[config.mk]
export PLATFORM = sky130hd
export DESIGN_NAME = ex_stage
export DESIGN_NICKNAME = d
export VERILOG_FILES = /design/src/rtl/ex_stage.sv
export SDC_FILE = /design/constraint.sdc
export NUM_CORES = 1
export LEC_CHECK = 0
export CORE_MARGIN = 5
export CORE_UTILIZATION = 47
export CTS_CLUSTER_SIZE = 14
export DETAILED_ROUTE_END_ITERATION = 12
export PLACE_DENSITY = 0.81
export SLEW_MARGIN = 20
export SYNTH_ARGS = -nofsm -noshare
export SYNTH_HDL_FRONTEND = slang
export SYNTH_SLANG_ARGS = --single-unit
[constraint.sdc]
create_clock -name clk -period 1.1 [get_ports clk]
set_input_delay 0.275 -clock clk [delete_from_list [all_inputs] [get_ports clk]]
set_output_delay 0.275 -clock clk [all_outputs]
set_load 0.02 [all_outputs]
[src/rtl/ex_stage.sv]
// Execute stage of the 5-stage RISC-V pipeline.
// Applies operand forwarding and the immediate mux, then computes the ALU
// result and the conditional-branch decision. All results are captured in
// the EX/MEM pipeline register. Priority at each clock edge is
// flush > stall > load. A load with no valid instruction inserts a bubble.
module ex_stage #(
  parameter int XLEN = 32
) (
  input  logic            clk,
  input  logic            rst_n,
  input  logic            stall_i,
  input  logic            flush_i,
  input  logic            in_valid,
  input  logic [2:0]      alu_control,
  input  logic [XLEN-1:0] rs1_data,
  input  logic [XLEN-1:0] rs2_data,
  input  logic [XLEN-1:0] imm,
  input  logic            alu_src,
  input  logic [1:0]      fwd_a,
  input  logic [1:0]      fwd_b,
  input  logic [XLEN-1:0] fwd_mem_data,
  input  logic [XLEN-1:0] fwd_wb_data,
  input  logic [XLEN-1:0] pc,
  input  logic            is_branch,
  input  logic [2:0]      func3,
  input  logic [4:0]      rd,
  input  logic            reg_write,
  input  logic            mem_write,
  input  logic [1:0]      result_src,
  output logic            out_valid,
  output logic [XLEN-1:0] alu_result,
  output logic [XLEN-1:0] write_data,
  output logic [4:0]      rd_out,
  output logic            reg_write_out,
  output logic            mem_write_out,
  output logic [1:0]      result_src_out,
  output logic [XLEN-1:0] pc_plus4_out,
  output logic            branch_taken,
  output logic [XLEN-1:0] branch_target
);

  localparam logic [2:0] ALU_ADD = 3'b000;
  localparam logic [2:0] ALU_SUB = 3'b001;
  localparam logic [2:0] ALU_AND = 3'b010;
  localparam logic [2:0] ALU_OR  = 3'b011;
  localparam logic [2:0] ALU_XOR = 3'b100;
  localparam logic [2:0] ALU_SLT = 3'b101;

  localparam logic [2:0] BR_BEQ = 3'b000;
  localparam logic [2:0] BR_BNE = 3'b001;
  localparam logic [2:0] BR_BLT = 3'b100;
  localparam logic [2:0] BR_BGE = 3'b101;

  // ALU operation; unused codes yield zero so a bad decode cannot leak data.
  function automatic logic [XLEN-1:0] alu_op(
    input logic [2:0]      ctrl,
    input logic [XLEN-1:0] a,
    input logic [XLEN-1:0] b
  );
    logic [XLEN-1:0] r;
    case (ctrl)
      ALU_ADD: r = a + b;
      ALU_SUB: r = a - b;
      ALU_AND: r = a & b;
      ALU_OR:  r = a | b;
      ALU_XOR: r = a ^ b;
      ALU_SLT: r = {{(XLEN-1){1'b0}}, ($signed(a) < $signed(b))};
      default: r = '0;
    endcase
    return r;
  endfunction

  logic [XLEN-1:0] op_a;
  logic [XLEN-1:0] fwd_rs2;
  logic [XLEN-1:0] op_b;
  logic [XLEN-1:0] diff;
  logic            zero;
  logic            lt;
  logic            take;

  logic            nxt_valid;
  logic [XLEN-1:0] nxt_alu;
  logic [XLEN-1:0] nxt_wdata;
  logic [4:0]      nxt_rd;
  logic            nxt_reg_write;
  logic            nxt_mem_write;
  logic [1:0]      nxt_result_src;
  logic [XLEN-1:0] nxt_pc4;
  logic            nxt_taken;
  logic [XLEN-1:0] nxt_target;

  // Forwarding muxes for both operands; 00 and 11 both take the register file.
  always_comb begin
    op_a    = rs1_data;
    fwd_rs2 = rs2_data;
    case (fwd_a)
      2'b01:   op_a = fwd_wb_data;
      2'b10:   op_a = fwd_mem_data;
      default: op_a = rs1_data;
    endcase
    case (fwd_b)
      2'b01:   fwd_rs2 = fwd_wb_data;
      2'b10:   fwd_rs2 = fwd_mem_data;
      default: fwd_rs2 = rs2_data;
    endcase
    if (alu_src) begin
      op_b = imm;
    end else begin
      op_b = fwd_rs2;
    end
  end

  // Branch condition evaluation, qualified by a valid branch instruction.
  always_comb begin
    diff = op_a - op_b;
    zero = (diff == '0);
    lt   = ($signed(op_a) < $signed(op_b));
    take = 1'b0;
    if (is_branch && in_valid) begin
      case (func3)
        BR_BEQ:  take = zero;
        BR_BNE:  take = ~zero;
        BR_BLT:  take = lt;
        BR_BGE:  take = ~lt;
        default: take = 1'b0;
      endcase
    end else begin
      take = 1'b0;
    end
  end

  // Next EX/MEM contents: full load for a real instruction, bubble otherwise.
  always_comb begin
    nxt_valid      = 1'b0;
    nxt_alu        = '0;
    nxt_wdata      = '0;
    nxt_rd         = 5'd0;
    nxt_reg_write  = 1'b0;
    nxt_mem_write  = 1'b0;
    nxt_result_src = 2'd0;
    nxt_pc4        = '0;
    nxt_taken      = 1'b0;
    nxt_target     = '0;
    if (in_valid) begin
      nxt_valid      = 1'b1;
      nxt_alu        = alu_op(alu_control, op_a, op_b);
      nxt_wdata      = fwd_rs2;
      nxt_rd         = rd;
      nxt_reg_write  = reg_write;
      nxt_mem_write  = mem_write;
      nxt_result_src = result_src;
      nxt_pc4        = pc + XLEN'(32'd4);
      nxt_taken      = take;
      nxt_target     = pc + imm;
    end else begin
      nxt_valid      = 1'b0;
    end
  end

  // EX/MEM pipeline register: async reset, then flush > stall > load.
  always_ff @(posedge clk or negedge rst_n) begin
    if (!rst_n) begin
      out_valid      <= 1'b0;
      alu_result     <= '0;
      write_data     <= '0;
      rd_out         <= 5'd0;
      reg_write_out  <= 1'b0;
      mem_write_out  <= 1'b0;
      result_src_out <= 2'd0;
      pc_plus4_out   <= '0;
      branch_taken   <= 1'b0;
      branch_target  <= '0;
    end else if (flush_i) begin
      out_valid      <= 1'b0;
      alu_result     <= '0;
      write_data     <= '0;
      rd_out         <= 5'd0;
      reg_write_out  <= 1'b0;
      mem_write_out  <= 1'b0;
      result_src_out <= 2'd0;
      pc_plus4_out   <= '0;
      branch_taken   <= 1'b0;
      branch_target  <= '0;
    end else if (!stall_i) begin
      out_valid      <= nxt_valid;
      alu_result     <= nxt_alu;
      write_data     <= nxt_wdata;
      rd_out         <= nxt_rd;
      reg_write_out  <= nxt_reg_write;
      mem_write_out  <= nxt_mem_write;
      result_src_out <= nxt_result_src;
      pc_plus4_out   <= nxt_pc4;
      branch_taken   <= nxt_taken;
      branch_target  <= nxt_target;
    end
  end

endmodule

==> results of run 1 <==
metrics by stage:
stage                     util (%)  setup TNS, ns  worst slack (ns)  instance area, um2  cells
after floorplan                  -        -106.27            -2.697               15290   1940
after global placement       77.29        -254.48            -4.039               23580   3222
after detailed placement     77.29        -263.79            -4.123               23580   3222
after CTS                    89.10        -213.64            -2.922               27180   3371
layer usage:
| metal | global-route usage, % | overflow |
|---|---|---|
| met5 | 21.14 | 0 |
| met4 | 68.44 | 33 |
| met3 | 54.91 | 4 |
| met2 | 88.71 | 28 |
| met1 | 69.09 | 1 |
kinds of logic after synthesis:
| logic type | share of synthesized area, % |
|---|---|
| XOR/XNOR | 4.479 |
| multiplexers | 0.7090 |
| AO/OA/AOI/OAI | 32.68 |
| adder cells (fa/ha/maj) | 11.83 |
| AND/OR/NAND/NOR | 19.46 |
| flip-flops | 24.04 |
| buffers and inverters | 6.805 |
what timing repair did:
item / in CTS
hold buffers: 1
gates resized for setup: 565
endpoints found under the setup margin: 278
endpoints found under the hold margin: 111
pin swaps: 191
cloned: 11
setup buffers: 126
==> flow_metrics.tcl, run 1 <==
set metrics [dict create \
    status "did not finish" \
    failing_step "global routing (5_1_grt)" \
    tool.error "[ERROR GRT-0116] Global routing finished with congestion. Check the congestion regions in the DRC Viewer." \
    synthesis.area_um2 14470 \
    initial_utilization_pct 47.43 \
    yosys.area.top_type "dfrtp_1" \
    numPortBuffers 356 \
    dp_hpwl_um 63450 \
    netlist_instances 1940 \
    synth-main-ff-cell "dfrtp_1" \
    cts.htree.levels 4 \
    grt_pass1_vias 26940 \
    ios 357 \
    synth-seq-area-share_pct 24.04 \
    cts_made_buffers 17 \
    root_buffer "clkbuf_16" \
    track_usage_pct 70.18 \
    ys_top_cells_by_area "dfrtp_1, ha_1, o21ai_0" \
    cts.sinks 139 \
    syn_nets 2293 \
    grt_pass1_wl_um 179800 \
    yosysUniqueCellTypes 101 \
    synth_edf_count 0 \
    syn_area_per_cell_um2 7.459 \
    die_width_um 185.5 \
    fp.dieH_um 185.5 \
    ys_ff_latch 139 \
    yosys_warnings 0 \
    async_reset_ff_share_pct 100.0 \
    ys_top_cells_by_count "nand2_1, o21ai_0, a21oi_1, nor2_1, dfrtp_1" \
    synth_top_area_share_pct 24.04 \
    num_rows 64 \
    grt_remaining_overflow 66 \
    gp_congestion 1.126 \
    clock_path_buffers 2 \
    yosysMostFrequentCell "nand2_1" \
    grt_max_degree 71 \
]
==> run 2: changes to the inputs <==
--- a/config.mk
+++ b/config.mk
@@ -6,10 +6,9 @@
 export NUM_CORES = 1
 export LEC_CHECK = 0
 export CORE_MARGIN = 5
-export CORE_UTILIZATION = 47
-export CTS_CLUSTER_SIZE = 14
+export CORE_UTILIZATION = 40
 export DETAILED_ROUTE_END_ITERATION = 12
-export PLACE_DENSITY = 0.81
+export PLACE_DENSITY_LB_ADDON = 0.15
 export SLEW_MARGIN = 20
 export SYNTH_ARGS = -nofsm -noshare
 export SYNTH_HDL_FRONTEND = slang
==> constraint.sdc (replaced) <==
create_clock -name clk -period 1.45 [get_ports clk]
set_input_delay 0.3625 -clock clk [delete_from_list [all_inputs] [get_ports clk]]
set_output_delay 0.3625 -clock clk [all_outputs]
set_load 0.02 [all_outputs]
==> flow_metrics.tcl, run 2 <==
set metrics [dict create \
    wire_per_inst_um 25.24 \
    vias_per_cell 6.090 \
    r2r_end "alu_result[28]" \
    numPortBuffers 356 \
    initial_utilization_pct 40.58 \
    synth-main-ff-cell "dfrtp_1" \
    synthMuxAreaShare_pct 0.7090 \
    hold_viol 0 \
    async_reset_ff_share_pct 100.0 \
    synth_edf_count 0 \
    pwr-share-comb_pct 63.1 \
    cp.required_ns 1.84 \
    setup_tns_ns -98.41 \
    startpoint_type "input port" \
    internal_power_mw 13.81 \
    setup_ws_ns -2.521 \
    track_usage_pct 39.14 \
    die_width_um 200.2 \
    grt_max_degree 45 \
    finalSetupViolCount 84 \
    stdcell_area_um2 27830 \
    violations "setup timing" \
    max_freq_mhz 251.8 \
    synth_top_area_share_pct 24.04 \
    swShare_pct 42.92 \
    p_sw_mw 10.38 \
    die_area_um2 40080 \
    fin_crit_sh_pct 273.8 \
    drv_cap 0 \
    antenna_found_initial 11 \
    power.density_nw_per_um2 868.9 \
    drive_above_1_share_pct 49.26 \
    grt_pass1_wl_um 123700 \
    cts.sinks 139 \
    reg2reg_from "alu_result[28]" \
    clock_path_buffers 2 \
    yosys.area.top_type "dfrtp_1" \
    fp.dieH_um 200.2 \
    hold_path_end "pc_plus4_out[2]" \
    period_minus_slack_ns 3.971 \
    ff2ff_path_depth 8 \
    synthSimpleGateAreaFrac_pct 19.46 \
    rsz0062_at_grt "yes" \
    cts.htree.levels 4 \
    hold_class "input port to flip-flop" \
    yosysUniqueCellTypes 101 \
    tightest_slew_ns 0.6542 \
    grt_pass1_vias 21140 \
    drt_iter0_drc 1836 \
    cts_tree "done" \
    insertion_delay_ns 0.45 \
    hold_depth 3 \
    coreArea_um2 35660 \
    leakagePower_nw 12.88 \
    detailroute.via_count 21010 \
    yosys_warnings 0 \
    drtAntennaViolNets 0 \
    ios 357 \
    r2r_slack_ns 0.06 \
    crit_path_max_fanout 7 \
    dr.pass1.iters 5 \
    synth-adder-area-share_pct 11.83 \
    netlist_instances 1940 \
    worst-setup-path-type "input port to flip-flop" \
    final_common_cell "buf_4" \
    synthesis.area_um2 14470 \
    synth_xor_area_share_pct 4.479 \
    grt_remaining_overflow 0 \
    yosysMostFrequentCell "nand2_1" \
    ys_top_cells_by_count "nand2_1, o21ai_0, a21oi_1, nor2_1, dfrtp_1" \
    drv_slew 0 \
    synth_compound_area_share_pct 32.68 \
    dp_hpwl_um 62300 \
    drt-total-wl_um 87090 \
    ir_worst_vdd_v 0.001026 \
    root_buffer "clkbuf_16" \
    drcViolationCount 0 \
    endpoint_kind "flip-flop" \
    place_ws_ns -3.622 \
    syn_to_final_growth_pct 92.36 \
    status "finished, violations left" \
    gp_congestion 1.001 \
    clk_pin_slew_worst_paths_ns 0.08 \
    synth-seq-area-share_pct 24.04 \
    critPathArrivalTime_ns 4.36 \
    synth_top_family_by_area "compound AO/OA/AOI/OAI gates" \
    min-delay-start "pc[2]" \
    syn_nets 2293 \
    fillers 2345 \
    placed_cell_area_um2 23580 \
    num_rows 69 \
    slew_headroom_pct 55.91 \
    p_seq_share_pct 17.2 \
    ys_ff_latch 139 \
    final_net_count 3322 \
    ys_top_cells_by_area "dfrtp_1, ha_1, o21ai_0" \
    cts_made_buffers 17 \
    clkPwrFrac_pct 19.7 \
    finalClockSkew_ns 0 \
    final_cell_mix "buf_4, nand2_1, clkdlybuf4s50_1" \
    syn_area_per_cell_um2 7.459 \
]
run 2: cell counts after synthesis:
No cell type changed its count.
run 2: power groups by stage:
stage	combinational, mW	sequential, mW	clock (mW)
detailed placement	11.5	4.23	0
global placement	11.4	4.23	0
finish	15.3	4.17	4.76
floorplan	5.38	4.43	0
CTS	13.7	4.16	4.73
global route	16.0	4.18	4.88
run 2: critical path: stages:
cell	delay, ns
buf_8	0.11
inv_4	0.05
ha_4	0.20
buf_12	0.18
buf_8	0.14
a22oi_2	0.09
nor2_4	0.10
a21oi_2	0.06
o21ai_2	0.23
inv_1	0.12
ha_1	0.23
nor2b_1	0.14
o211a_1	0.26
o21a_1	0.20
a2111oi_2	0.33
o211ai_1	0.23
a2111oi_2	0.42
nand4_1	0.19
nor4_4	0.24
nand4_1	0.14
o221a_1	0.26
nand2_1	0.06
run 2: final cells by class:
class,instances,area (um2),area share [%]
repair buffers,1130,9669,34.74
diodes,7,17.52,0.06293
clock inverters,15,173.9,0.6248
well taps,461,576.8,2.072
clock buffers,17,425.4,1.528
flip-flops and latches,139,3480,12.50
inverters,121,467.9,1.681
multi-input cells,1560,13020,46.79
run 2: worst max-delay path by stage:
stage             start            to  cells past startpoint
6_report       fwd_b[1]  branch_taken                     22
5_1_grt        fwd_b[1]  branch_taken                     22
4_1_cts        fwd_b[0]  branch_taken                     22
3_3_place_gp   fwd_b[0]  branch_taken                     21
2_1_floorplan  fwd_b[0]  branch_taken                     20
3_5_place_dp   fwd_b[0]  branch_taken                     21
run 2: cells by family (layout without fill, tap and decap cells):
logic type	Yosys count	count (layout)
XOR/XNOR	74	74
AND/OR/NAND/NOR	611	611
buffers and inverters	241	1283
adder cells (fa/ha/maj)	135	135
multiplexers	9	9
flip-flops	139	139
AO/OA/AOI/OAI	731	731
other	0	7
run 2: timing repair:
item                                     CTS  global route
buffers inserted                         119            61
cloned                                     8             1
endpoints found under the setup margin   268           106
hold buffers                               1             0
resized for setup                       1065           277
pin swaps                                211           215
endpoints found under the hold margin     18             0
run 2: per-layer routing:
metal / up-vias / global-route usage, % / share of wire [%]
met3: 428 / 9.088 / 9.1
met4: 8 / 24.17 / 7.9
li1: 9103 / - / -
met1: 10100 / 45.42 / 36
met5: - / 0 / 0.060
met2: 1371 / 65.63 / 47
run 2: through the flow:
step	util, %	power [mW]	std cells	hold WS (ns)
global placement	66.12	15.64	3265	0.2390
global route	78.06	25.02	3450	0.2253
CTS	74.28	22.54	3410	0.2042
detailed placement	66.12	15.75	3265	0.2436
floorplan	-	9.813	1940	0.06691
finish	78.06	24.18	3450	0.2098
No activity file was read; power rests on OpenSTA's default activity.
